**src/rtl/spi_slave_regif_if.sv**
```systemverilog
// Register-file bus of the SPI slave: write strobe/address/data plus read request/response.
// The "master" modport is the SPI slave side that issues requests; "slave" is the register file.
interface spi_slave_regif_if #(
  parameter int ADDR_W = 8,
  parameter int DATA_W = 16
);
  logic              o_wr_en;
  logic [ADDR_W-1:0] o_wr_addr;
  logic [DATA_W-1:0] o_wr_data;
  logic              o_rd_en;
  logic [ADDR_W-1:0] o_rd_addr;
  logic [DATA_W-1:0] i_rd_data;

  modport master (
    output o_wr_en, o_wr_addr, o_wr_data, o_rd_en, o_rd_addr,
    input  i_rd_data
  );

  modport slave (
    input  o_wr_en, o_wr_addr, o_wr_data, o_rd_en, o_rd_addr,
    output i_rd_data
  );
endinterface

```
**src/rtl/spi_slave_regif.sv**
```systemverilog
// SPI mode 0 slave (cmd/addr/payload frame) driving a register-file bus, oversampled on sysclk.
// Define SPI_SLAVE_ERR_EN to add the sticky o_err flag.
module spi_slave_regif #(
  parameter int               CMD_W     = 8,
  parameter int               ADDR_W    = 8,
  parameter int               DATA_W    = 16,
  parameter logic [CMD_W-1:0] CMD_WRITE = 8'h02,
  parameter logic [CMD_W-1:0] CMD_READ  = 8'h03
) (
  input  logic sysclk,
  input  logic rst_n,
  input  logic sclk,
  input  logic cs,
  input  logic mosi,
  output logic miso,
  output logic o_busy,
  spi_slave_regif_if.master regbus
`ifdef SPI_SLAVE_ERR_EN
  ,
  output logic o_err
`endif
);

  localparam int CNT_W = $clog2(DATA_W);

  typedef enum logic [2:0] {IDLE, CMD, ADDR, DATA, DONE} state_t;

  state_t            state;
  logic              sclk_s1, sclk_s2, sclk_d;
  logic              cs_s1, cs_s2, cs_d;
  logic              mosi_s1, mosi_s2;
  logic              sclk_rise, sclk_fall, cs_rise, cs_fall;
  logic [CNT_W-1:0]  bit_cnt;
  logic [DATA_W-2:0] rx_sr;
  logic [DATA_W-1:0] rx_next;
  logic [DATA_W-1:0] tx_sr;
  logic [CMD_W-1:0]  opcode;
  logic [ADDR_W-1:0] addr;
  logic              rd_pend;
  logic              cmd_last, addr_last, data_last;

  // Two-flop synchronizers plus one delay stage for edge detection; idle values match a quiet bus.
  always_ff @(posedge sysclk or negedge rst_n) begin
    if (!rst_n) begin
      sclk_s1 <= 1'b0;
      sclk_s2 <= 1'b0;
      sclk_d  <= 1'b0;
      cs_s1   <= 1'b1;
      cs_s2   <= 1'b1;
      cs_d    <= 1'b1;
      mosi_s1 <= 1'b0;
      mosi_s2 <= 1'b0;
    end else begin
      sclk_s1 <= sclk;
      sclk_s2 <= sclk_s1;
      sclk_d  <= sclk_s2;
      cs_s1   <= cs;
      cs_s2   <= cs_s1;
      cs_d    <= cs_s2;
      mosi_s1 <= mosi;
      mosi_s2 <= mosi_s1;
    end
  end

  assign sclk_rise = sclk_s2 & ~sclk_d;
  assign sclk_fall = ~sclk_s2 & sclk_d;
  assign cs_rise   = cs_s2 & ~cs_d;
  assign cs_fall   = ~cs_s2 & cs_d;
  assign rx_next   = {rx_sr, mosi_s2};
  assign cmd_last  = (bit_cnt == CNT_W'(CMD_W - 1));
  assign addr_last = (bit_cnt == CNT_W'(ADDR_W - 1));
  assign data_last = (bit_cnt == CNT_W'(DATA_W - 1));

  always_ff @(posedge sysclk or negedge rst_n) begin
    if (!rst_n) begin
      state            <= IDLE;
      miso             <= 1'b0;
      o_busy           <= 1'b0;
      bit_cnt          <= '0;
      rx_sr            <= '0;
      tx_sr            <= '0;
      opcode           <= '0;
      addr             <= '0;
      rd_pend          <= 1'b0;
      regbus.o_wr_en   <= 1'b0;
      regbus.o_wr_addr <= '0;
      regbus.o_wr_data <= '0;
      regbus.o_rd_en   <= 1'b0;
      regbus.o_rd_addr <= '0;
    end else begin
      regbus.o_wr_en <= 1'b0;
      regbus.o_rd_en <= 1'b0;
      rd_pend        <= regbus.o_rd_en;
      // Read data arrives the cycle after the request; it is loaded well before the first payload fall.
      if (rd_pend && state == DATA) begin
        tx_sr <= regbus.i_rd_data;
      end
      if (cs_rise && state != IDLE) begin
        state   <= IDLE;
        o_busy  <= 1'b0;
        miso    <= 1'b0;
        bit_cnt <= '0;
        rx_sr   <= '0;
        tx_sr   <= '0;
      end else begin
        case (state)
          IDLE: begin
            if (cs_fall) begin
              state   <= CMD;
              o_busy  <= 1'b1;
              miso    <= 1'b0;
              bit_cnt <= '0;
              rx_sr   <= '0;
              tx_sr   <= '0;
            end
          end
          CMD: begin
            if (sclk_rise) begin
              rx_sr <= rx_next[DATA_W-2:0];
              if (cmd_last) begin
                opcode  <= rx_next[CMD_W-1:0];
                bit_cnt <= '0;
                state   <= ADDR;
              end else begin
                bit_cnt <= bit_cnt + 1'b1;
              end
            end
          end
          ADDR: begin
            if (sclk_rise) begin
              rx_sr <= rx_next[DATA_W-2:0];
              if (addr_last) begin
                addr    <= rx_next[ADDR_W-1:0];
                bit_cnt <= '0;
                state   <= DATA;
                if (opcode == CMD_READ) begin
                  regbus.o_rd_en   <= 1'b1;
                  regbus.o_rd_addr <= rx_next[ADDR_W-1:0];
                end
              end else begin
                bit_cnt <= bit_cnt + 1'b1;
              end
            end
          end
          DATA: begin
            if (sclk_rise) begin
              rx_sr <= rx_next[DATA_W-2:0];
              if (data_last) begin
                bit_cnt <= '0;
                state   <= DONE;
                miso    <= 1'b0;
                if (opcode == CMD_WRITE) begin
                  regbus.o_wr_en   <= 1'b1;
                  regbus.o_wr_addr <= addr;
                  regbus.o_wr_data <= rx_next;
                end
              end else begin
                bit_cnt <= bit_cnt + 1'b1;
              end
            end else if (sclk_fall && opcode == CMD_READ) begin
              miso  <= tx_sr[DATA_W-1];
              tx_sr <= {tx_sr[DATA_W-2:0], 1'b0};
            end
          end
          DONE: begin
            miso <= 1'b0;
          end
          default: begin
            state <= IDLE;
          end
        endcase
      end
    end
  end

`ifdef SPI_SLAVE_ERR_EN
  logic err_set, err_clr;

  // A frame completed as a write to the all-ones address acknowledges and clears the error.
  assign err_set = (cs_rise && (state inside {CMD, ADDR, DATA}))
                 || (!cs_rise && state == CMD && sclk_rise && cmd_last
                     && rx_next[CMD_W-1:0] != CMD_WRITE && rx_next[CMD_W-1:0] != CMD_READ)
                 || (!cs_rise && state == DONE && sclk_rise);
  assign err_clr = !cs_rise && state == DATA && sclk_rise && data_last
                 && opcode == CMD_WRITE && addr == {ADDR_W{1'b1}};

  always_ff @(posedge sysclk or negedge rst_n) begin
    if (!rst_n) begin
      o_err <= 1'b0;
    end else if (err_set) begin
      o_err <= 1'b1;
    end else if (err_clr) begin
      o_err <= 1'b0;
    end
  end
`endif

endmodule
```
**src/flat_wrapper.sv**
```systemverilog
// flat-port wrapper written by rule: the top's interface ports become plain ports
module spi_slave_regif_flat 
#(
  parameter int               CMD_W     = 8,
  parameter int               ADDR_W    = 8,
  parameter int               DATA_W    = 16,
  parameter logic [CMD_W-1:0] CMD_WRITE = 8'h02,
  parameter logic [CMD_W-1:0] CMD_READ  = 8'h03
)
  (sysclk, rst_n, sclk, cs, mosi, miso, o_busy, regbus_o_wr_en, regbus_o_wr_addr, regbus_o_wr_data, regbus_o_rd_en, regbus_o_rd_addr, regbus_i_rd_data);
  spi_slave_regif_if #(.ADDR_W(ADDR_W), .DATA_W(DATA_W)) regbus_i ();
  input  logic sysclk;
  input  logic rst_n;
  input  logic sclk;
  input  logic cs;
  input  logic mosi;
  output logic miso;
  output logic o_busy;
  output wire logic [$bits(regbus_i.o_wr_en)-1:0] regbus_o_wr_en;
  output wire logic [$bits(regbus_i.o_wr_addr)-1:0] regbus_o_wr_addr;
  output wire logic [$bits(regbus_i.o_wr_data)-1:0] regbus_o_wr_data;
  output wire logic [$bits(regbus_i.o_rd_en)-1:0] regbus_o_rd_en;
  output wire logic [$bits(regbus_i.o_rd_addr)-1:0] regbus_o_rd_addr;
  input wire logic [$bits(regbus_i.i_rd_data)-1:0] regbus_i_rd_data;
  assign regbus_o_wr_en = regbus_i.o_wr_en;
  assign regbus_o_wr_addr = regbus_i.o_wr_addr;
  assign regbus_o_wr_data = regbus_i.o_wr_data;
  assign regbus_o_rd_en = regbus_i.o_rd_en;
  assign regbus_o_rd_addr = regbus_i.o_rd_addr;
  assign regbus_i.i_rd_data = regbus_i_rd_data;
  spi_slave_regif #(.CMD_W(CMD_W), .ADDR_W(ADDR_W), .DATA_W(DATA_W), .CMD_WRITE(CMD_WRITE), .CMD_READ(CMD_READ)) u_core (.sysclk(sysclk), .rst_n(rst_n), .sclk(sclk), .cs(cs), .mosi(mosi), .miso(miso), .o_busy(o_busy), .regbus(regbus_i));
endmodule
```
**config.mk**
```make
export PLATFORM = sky130hd
export DESIGN_NAME = spi_slave_regif_flat
export DESIGN_NICKNAME = d
export VERILOG_FILES = /design/src/rtl/spi_slave_regif_if.sv /design/src/rtl/spi_slave_regif.sv /design/src/flat_wrapper.sv
export SDC_FILE = /design/constraint.sdc
export NUM_CORES = 1
export LEC_CHECK = 0
export ABC_AREA = 1
export BUFFER_PORTS_ARGS = -buffer_cell sky130_fd_sc_hd__buf_2
export CAP_MARGIN = 20
export CORE_MARGIN = 2
export CORE_UTILIZATION = 58
export DETAILED_ROUTE_END_ITERATION = 10
export PLACE_DENSITY_LB_ADDON = 0.3
export SLEW_MARGIN = 40
export SYNTH_ARGS = -nofsm -noshare
export SYNTH_HDL_FRONTEND = slang
export SYNTH_SLANG_ARGS = --single-unit
```
**constraint.sdc**
```tcl
create_clock -name sysclk -period 1.7 [get_ports sysclk]
set_input_delay 0.085 -clock sysclk [delete_from_list [all_inputs] [get_ports sysclk]]
set_output_delay 0.085 -clock sysclk [all_outputs]
set_load 0.02 [all_outputs]
```
==> metrics.yaml, run 1 <==
status:
  outcome: "finished, final reports clean"
worst_hold_path:
  min_path_cells: 3
  min_to: "u_core.tx_sr[0]"
  hp-class: "input port to register"
  min-delay-start: "regbus_i_rd_data[0]"
power_and_ir_drop:
  clkPwrFrac_pct: 29.4
  switching_share_pct: 34.4
  p_per_area_nw_per_um2: 1120
  p_int_mw: 3.80
  seqPwrFrac_pct: 45.2
  peakVddDrop_uv: 692
  leakagePower_nw: 2.66
  p_switching_mw: 2.00
  combPwrFrac_pct: 25.4
sta:
  hold_viol: 0
  tightest_slew_ps: 504
  whs_ps: 17.9
  setup_slack_ps: 107
  fmax_mhz: 628
  timing.final.max_slew_violations: 0
  slew_headroom_pct: 66.4
  setup_tns_ps: 0
  period_share_pct: 93.7
  period_minus_slack_ps: 1590
  setup_viol: 0
  skew_ps: 15.6
setup_path:
  start_kind: "register"
  crit_fanout: 5
  max_stage_delay_ps: 420
  critPathRequiredTime_ps: 1960
  timing.rr.start: "u_core.bit_cnt[0]"
  crit_top_cell: "nand2_1"
  reg2reg_to: "u_core.regbus.o_rd_addr[7]"
  critPathKind: "register to register"
  crit_buf_inv: 1
  end_kind: "register"
  rr_worst_depth: 9
  critPathTopFamily: "simple AND/OR/NAND/NOR gates"
  cp_cell_sequence: "ha_4 -> nand2_1 -> nor2_2 -> nand2_2 -> nor3_4 -> buf_4 -> nand2_1 -> nand2_1 -> o21ai_1"
  worstPathArrival_ps: 1850
  r2r_slack_ps: 110
  crit_slowest_cell: "dfrtp_1"
clock_tree:
  clk_pin_slew_worst_paths_ps: 100
  cts.sinks: 99
  clockBufferDepth: 2
  htreeDepth: 3
  cts_tree: "built"
  clockRootBuffer: "clkbuf_8"
  cts_inserted_buffers: 9
  clk-insertion-delay-late_ps: 380
logic_synthesis:
  yosysWarningCount: 0
  synth_cells: 494
  yosys_register_bits: 99
  syn_area_per_cell_um2: 9.10
  postSynthNetCount: 516
  synth_cell_types: 32
  ys_seq_area_share_pct: 55.2
  synth_area_um2: 4500
placed_design:
  io_buffers: 56
  hpwlAfterDp_mm: 5.85
  detailedPlace.worstSlack_ps: 76.8
  place_area_um2: 4840
  place_congestion: 0.890
drt:
  first_pass_iters: 5
  ant_nets: 0
  drc: 0
  wl_per_cell_um: 12.7
  drt_wl_total_mm: 8.51
  drtIter0Drc: 222
  vias_per_cell: 5.09
  vias: 3398
cells_and_area:
  design_area_um2: 5180
  fillers: 615
  multi_input_area_um2: 1650
  regArea_um2: 2480
  area_growth_pct: 15.1
  n_antenna_cell: 0
  drive_above_1_share_pct: 24.6
  fin_nets: 583
job:
  drv_cap: 0
floorplan:
  floorplan.initialDensity_pct: 59.1
  die_area_um2: 8470
  io-pin-count: 57
  die_width_um: 92.0
  core.rowCount: 32
  core-area_um2: 7610
  die_h_um: 92.0
grt:
  antenna_found_initial: 0
  gr-total-overflow: 0
  grt_max_degree: 49
  grt_pass1_vias: 3232
  grt_pass1_wl_mm: 14.8
  grt.total_usage_pct: 21.9
==> logic make-up after synthesis <==
| logic type | count (synthesis) | share of synthesized area (%) |
|---|---|---|
| AOI/OAI and AO/OA | 68 | 7.90 |
| xor gates and xnor gates | 1 | 0.195 |
| DFF | 99 | 55.2 |
| buffers and inverters | 72 | 8.68 |
| and+or+nand+nor | 253 | 27.7 |
| adders and majority gates | 1 | 0.278 |
==> cell usage in the layout (no fill, tap or decap), drive strengths merged <==
master	instances
nand2	146
nand4	7
clkinv	2
nor2	22
ha	1
dfrtp	96
nand3	73
o21ai	65
inv	53
xor2	1
dfstp	3
buf	73
nor3	5
clkbuf	9
a21oi	3
bufinv	2
clkinvlp	1
dlygate4sd3	4
==> final cells by class <==
class / count / share of cell area [%]
sequential: 99 / 48.0
multi-input combinational: 323 / 31.9
timing repair buffer: 77 / 9.50
inverter: 51 / 3.75
tap: 102 / 2.47
clock buffer: 9 / 2.39
clock inverter: 7 / 2.08
==> flip-flops by register name, indices dropped and copies added (netlist names) <==
| register | count |
|---|---|
| u_core.cs_s2 | 1 |
| u_core.rd_pend | 1 |
| u_core.o_busy | 1 |
| u_core.sclk_d | 1 |
| u_core.cs_s1 | 1 |
| u_core.addr | 8 |
| u_core.mosi_s1 | 1 |
| u_core.regbus.o_wr_addr | 8 |
| u_core.tx_sr | 16 |
| u_core.miso | 1 |
| u_core.cs_d | 1 |
| u_core.opcode | 8 |
| u_core.state | 3 |
| u_core.regbus.o_wr_en | 1 |
| u_core.regbus.o_wr_data | 16 |
| u_core.sclk_s2 | 1 |
| u_core.bit_cnt | 4 |
| u_core.mosi_s2 | 1 |
| u_core.sclk_s1 | 1 |
| u_core.regbus.o_rd_en | 1 |
| u_core.rx_sr | 15 |
| u_core.regbus.o_rd_addr | 8 |
==> power groups by stage <==
stage / Clock (mW) / Sequential, mW / Combinational, mW
2_1_floorplan: 0 / 2.64 / 1.16
3_3_place_gp: 0 / 2.65 / 1.37
3_5_place_dp: 0 / 2.65 / 1.40
4_1_cts: 1.74 / 2.61 / 1.41
5_1_grt: 1.83 / 2.63 / 1.65
6_report: 1.70 / 2.62 / 1.47
==> routing by layer <==
layer | GRT usage (%) | wire [µm]
met1 | 32.0 | 4240
met5 | 0 | 0
met4 | 8.71 | 101
met2 | 32.7 | 3800
met3 | 4.19 | 364
==> worst min-delay path, stage by stage <==
cell and delay [ps]:
buf_2 100, o21ai_1 120, nor3_1 50
==> timing repair <==
| item | CTS | global route |
|---|---|---|
| buffers inserted | 0 | 4 |
| setup endpoints to repair | 0 | 65 |
| hold buffers | 4 | 0 |
| gates resized for setup | 0 | 9 |
| hold endpoints to repair | 37 | 0 |
==> stage by stage <==
stage / utilization, % / std cells / power [mW]
after floorplan: - / 494 / 3.80
after global placement: 63.7 / 644 / 4.02
after detailed placement: 63.7 / 644 / 4.05
after CTS: 67.2 / 664 / 5.76
after global routing: 68.0 / 668 / 6.12
final: 68.0 / 668 / 5.79
==> worst max path at each step <==
stage               slack, ps  cells past startpoint                     endpoint              start
detailed placement         80                      8              u_core.tx_sr[1]        u_core.cs_d
global route              -30                      9   u_core.regbus.o_rd_addr[7]  u_core.bit_cnt[0]
finish                    110                      9   u_core.regbus.o_rd_addr[7]  u_core.bit_cnt[0]
floorplan                 200                      9  u_core.regbus.o_wr_data[10]        u_core.cs_d
CTS                        30                      8             u_core.tx_sr[13]        u_core.cs_d
global placement          120                      8             u_core.tx_sr[11]        u_core.cs_d
==> synth_stat cells (all sizes together) <==
cell type	instances	area [µm²]
nand2	146	578
dfrtp	96	2400
nand3	73	453
o21ai	65	340
inv	50	188
nor2	22	131
buf	19	190
nand4	7	43.8
nor3	5	41.3
a21oi	3	15.0
dfstp	3	78.8
clkbuf	2	8.75
clkinv	1	3.75
ha	1	12.5
xor2	1	8.76
Power figures use the tool's default switching activity.
==> run 2, diff against run 1 <==
--- a/config.mk
+++ b/config.mk
@@ -9,7 +9,8 @@
 export BUFFER_PORTS_ARGS = -buffer_cell sky130_fd_sc_hd__buf_2
 export CAP_MARGIN = 20
 export CORE_MARGIN = 2
-export CORE_UTILIZATION = 58
+export CORE_UTILIZATION = 50
+export CTS_BUF_LIST = sky130_fd_sc_hd__clkbuf_8
 export DETAILED_ROUTE_END_ITERATION = 10
 export PLACE_DENSITY_LB_ADDON = 0.3
 export SLEW_MARGIN = 40
==> metrics.yaml, run 2 (synthesized netlist as in run 1, its figures left out) <==
status:
  outcome: "finished, final reports clean"
drt:
  wl_per_cell_um: 13.9
  ant_nets: 0
  drtIter0Drc: 205
  drt_wl_total_mm: 9.42
  first_pass_iters: 4
  vias: 3545
  vias_per_cell: 5.22
  drc: 0
clock_tree:
  cts.sinks: 99
  cts_tree: "built"
  clockBufferDepth: 2
  clk-insertion-delay-late_ps: 370
  clockRootBuffer: "clkbuf_8"
  cts_inserted_buffers: 9
  clk_pin_slew_worst_paths_ps: 100
  htreeDepth: 3
setup_path:
  critPathKind: "register to register"
  critPathRequiredTime_ps: 2000
  start_kind: "register"
  crit_fanout: 8
  worstPathArrival_ps: 1930
  crit_start: "u_core.bit_cnt[1]"
  rr_worst_depth: 8
  end_kind: "register"
  timing.rr.start: "u_core.bit_cnt[1]"
worst_hold_path:
  min-delay-start: "regbus_i_rd_data[0]"
  min_path_cells: 3
  hp-class: "input port to register"
power_and_ir_drop:
  peakVddDrop_uv: 714
  power_mw: 5.84
  leakagePower_nw: 2.68
  p_per_area_nw_per_um2: 1120
placed_design:
  place_area_um2: 4830
  io_buffers: 56
  hpwlAfterDp_mm: 6.09
  place_congestion: 0.840
cells_and_area:
  final_cell_mix: "nand2_1, dfrtp_1, o21ai_1"
  top_regs: "u_core.regbus.o_wr_data: 16 flops, u_core.tx_sr: 16 flops, u_core.rx_sr: 15 flops"
  area_growth_pct: 16.0
  drive_above_1_share_pct: 25.0
  multi_input_area_um2: 1670
  mostFrequentLayoutCell: "nand2_1"
  n_antenna_cell: 0
  fin_nets: 588
  regArea_um2: 2480
  fillers: 723
  design_area_um2: 5220
sta:
  skew_ps: 12.6
  fmax_mhz: 613
  setup_viol: 0
  tightest_slew_ps: 456
  period_share_pct: 96.0
  timing.final.max_slew_violations: 0
  period_minus_slack_ps: 1630
  hold_viol: 0
  slew_headroom_pct: 69.6
floorplan:
  die_area_um2: 9770
  die_h_um: 98.8
  core-area_um2: 8720
  core.rowCount: 34
  die_width_um: 98.8
  io-pin-count: 57
  floorplan.initialDensity_pct: 51.5
grt:
  grt.total_usage_pct: 18.8
  grt_pass1_wl_mm: 14.8
  gr-total-overflow: 0
  grt_pass1_vias: 3214
  antenna_found_initial: 0
  grt_max_degree: 49
job:
  drv_cap: 0
==> run 2: cell types whose count changed in the layout (fill, tap and decap cells not counted), sizes merged <==
cell,previous run,this run
clkbuf,9,11
nor2,22,23
inv,53,54
bufinv,2,1
clkinv,2,1
buf,73,76
==> run 2: worst paths after layout <==
path | end | slack [ps]
setup / recovery | u_core.addr[4] | 70
max in group asynchronous | u_core.cs_s1 | 880
hold reg to reg | u_core.cs_s2 | 360
setup reg to reg | u_core.addr[4] | 70
min in group asynchronous | u_core.regbus.o_wr_data[13] | 200
hold / removal | u_core.tx_sr[0] | 20
==> run 2: layout make-up <==
class	instances	area share, %
Clock buffer	10	2.64
Clock inverter	6	1.49
Inverter	51	3.72
Multi-Input combinational cell	324	32.0
Sequential cell	99	47.6
Tap cell	108	2.59
Timing Repair Buffer	81	10.0
==> run 2: timing repair <==
item	in CTS	in global routing
buffers inserted	0	10
resized for setup	1	10
gates cloned	0	2
endpoints found under the hold margin	32	0
hold buffers	4	0
pin swaps	1	6
setup endpoints to repair	6	64
==> run 2: report_power, final <==
part / switching, mW / internal, mW
Clock: 0.872 / 0.752
Combinational: 1.10 / 0.482
Sequential: 0.161 / 2.47
==> run 2: worst max-delay path: stages, from the launching register on <==
cell and delay, ps:
dfrtp_1 460, ha_4 180, nand2_1 60, nor2_2 150, nand2_2 100, nor3_4 240
clkbuf_4 240, nand2_1 70, o21ai_1 70
==> run 2: routing by layer <==
metal  GRT usage (%)  wire, µm
met2            27.8      4260
met4            8.01       225
met3            4.33       534
met5               0         0
met1            26.9      4400
==> run 2: per-stage QoR <==
step	setup WS, ps	setup TNS, ps	util, %	cells	hold slack (ps)
after global placement	78.3	0	55.4	647	65.2
after global routing	-62.6	-345	59.8	679	46.5
after CTS	0.452	0	58.3	667	14.5
after detailed placement	15.3	0	55.4	647	68.5
after floorplan	201	0	-	494	-211
final	67.5	0	59.8	679	18.3
==> run 3, diff against run 2 <==
==> constraint.sdc (replaced) <==
create_clock -name sysclk -period 1.99 [get_ports sysclk]
set_input_delay 0.0995 -clock sysclk [delete_from_list [all_inputs] [get_ports sysclk]]
set_output_delay 0.0995 -clock sysclk [all_outputs]
set_load 0.02 [all_outputs]
==> metrics.yaml, run 3 (synthesized netlist as in run 1, its figures left out) <==
status:
  outcome: "finished, final reports clean"
worst_hold_path:
  hp-class: "input port to register"
  min_path_cells: 3
  min-delay-start: "regbus_i_rd_data[0]"
  min_to: "u_core.tx_sr[0]"
setup_path:
  worstPathArrival_ps: 2000
  start_kind: "register"
  crit_buf_inv: 3
  crit_slowest_cell: "dfstp_2"
  timing.rr.start: "u_core.cs_d"
  r2r_slack_ps: 310
  critPathRequiredTime_ps: 2310
  rr_worst_depth: 8
  critPathTopFamily: "simple AND/OR/NAND/NOR gates"
  reg2reg_to: "u_core.tx_sr[10]"
  max_stage_delay_ps: 560
  end_kind: "register"
  crit_fanout: 16
  cp_cell_sequence: "inv_2 -> nand2_2 -> inv_2 -> nand2_1 -> nand2_1 -> inv_2 -> nand3_1 -> nand2_1"
  critPathKind: "register to register"
grt:
  gr-total-overflow: 0
  grt_pass1_wl_mm: 15.2
  grt.total_usage_pct: 19.1
  antenna_found_initial: 0
  grt_pass1_vias: 3294
  grt_max_degree: 50
clock_tree:
  cts_inserted_buffers: 9
  cts.sinks: 99
  clk_pin_slew_worst_paths_ps: 100
  clk-insertion-delay-late_ps: 370
  clockBufferDepth: 2
  cts_tree: "built"
  cts_resized: 0
  clockRootBuffer: "clkbuf_8"
  hold_buffers: 4
  htreeDepth: 3
  post-cts-setup-buffers: 0
floorplan:
  die_area_um2: 9770
  die_h_um: 98.8
  floorplan.initialDensity_pct: 51.5
  core.rowCount: 34
  die_width_um: 98.8
  core-area_um2: 8720
  io-pin-count: 57
sta:
  rsz0062_at_grt: "no"
  setup_tns_ps: 0
  setup_viol: 0
  skew_ps: 13.3
  slew_headroom_pct: 72.4
  hold_viol: 0
  period_share_pct: 84.4
  tightest_slew_ps: 414
  fmax_mhz: 596
  timing.final.max_slew_violations: 0
  period_minus_slack_ps: 1680
power_and_ir_drop:
  leakagePower_nw: 2.59
  peakVddDrop_uv: 617
  power_mw: 4.70
  p_per_area_nw_per_um2: 930
cells_and_area:
  fin_nets: 576
  mostFrequentLayoutCell: "nand2_1"
  stdcell_count: 667
  drive_above_1_share_pct: 23.1
  area_growth_pct: 12.5
  n_antenna_cell: 0
  final_cell_mix: "nand2_1, dfrtp_1, o21ai_1"
  design_area_um2: 5060
  final_core_util_pct: 58.0
  top_regs: "u_core.regbus.o_wr_data: 16 flops, u_core.tx_sr: 16 flops, u_core.rx_sr: 15 flops"
drt:
  drc: 0
  wl_per_cell_um: 13.0
  drtIter0Drc: 241
  vias: 3378
  vias_per_cell: 5.06
  first_pass_iters: 4
  ant_nets: 0
  drt_wl_total_mm: 8.64
placed_design:
  place_congestion: 0.804
  placedCellCount: 647
  hpwlAfterDp_mm: 5.99
  place_area_um2: 4810
  io_buffers: 56
job:
  drv_cap: 0
run 3: metrics by stage:
step                setup WS, ps  hold WS (ps)
floorplan                    491          -196
global route                 126          47.3
detailed placement           346          70.0
finish                       311          43.3
CTS                          320          32.5
global placement             371          63.4
run 3: worst max path at each step:
stage                      startpoint                          end  depth (start not counted)
floorplan                 u_core.cs_d  u_core.regbus.o_wr_data[10]                          9
global placement          u_core.cs_d              u_core.tx_sr[1]                          8
detailed placement       u_core.cs_s2              u_core.rx_sr[1]                          7
CTS                 u_core.bit_cnt[0]               u_core.addr[2]                          8
global route        u_core.bit_cnt[0]               u_core.addr[7]                          8
finish                    u_core.cs_d             u_core.tx_sr[10]                          8
run 3: where the power goes:
group | total (mW) | internal, mW | switching (mW) | leakage, nW
clock | 1.30 | 0.531 | 0.765 | 0.104
combinational | 1.17 | 0.331 | 0.843 | 1.13
sequential | 2.23 | 2.11 | 0.124 | 1.35
run 3: worst min-delay path, delay by kind of cell:
family	cells	cell delay (ps)
AO/OA/AOI/OAI	1	120
buffers and inverters	1	100
AND/OR/NAND/NOR	1	50
run 3: metal layers:
layer | GRT usage (%) | vias up | part of all wire (%)
met2 | 28.5 | 84 | 45
met3 | 2.70 | 10 | 4.3
met4 | 8.96 | 0 | 1.6
met5 | 0 | - | 0
met1 | 27.8 | 1565 | 50
li1 | - | 1719 | -
run 3: layout make-up:
class / count / area [µm²]
timing repair buffer: 70 / 423
multi-input combinational: 323 / 1620
fill: 777 / 3660
tap: 108 / 135
clock buffer: 10 / 138
clock inverter: 6 / 65.1
inverter: 51 / 191
sequential: 99 / 2480
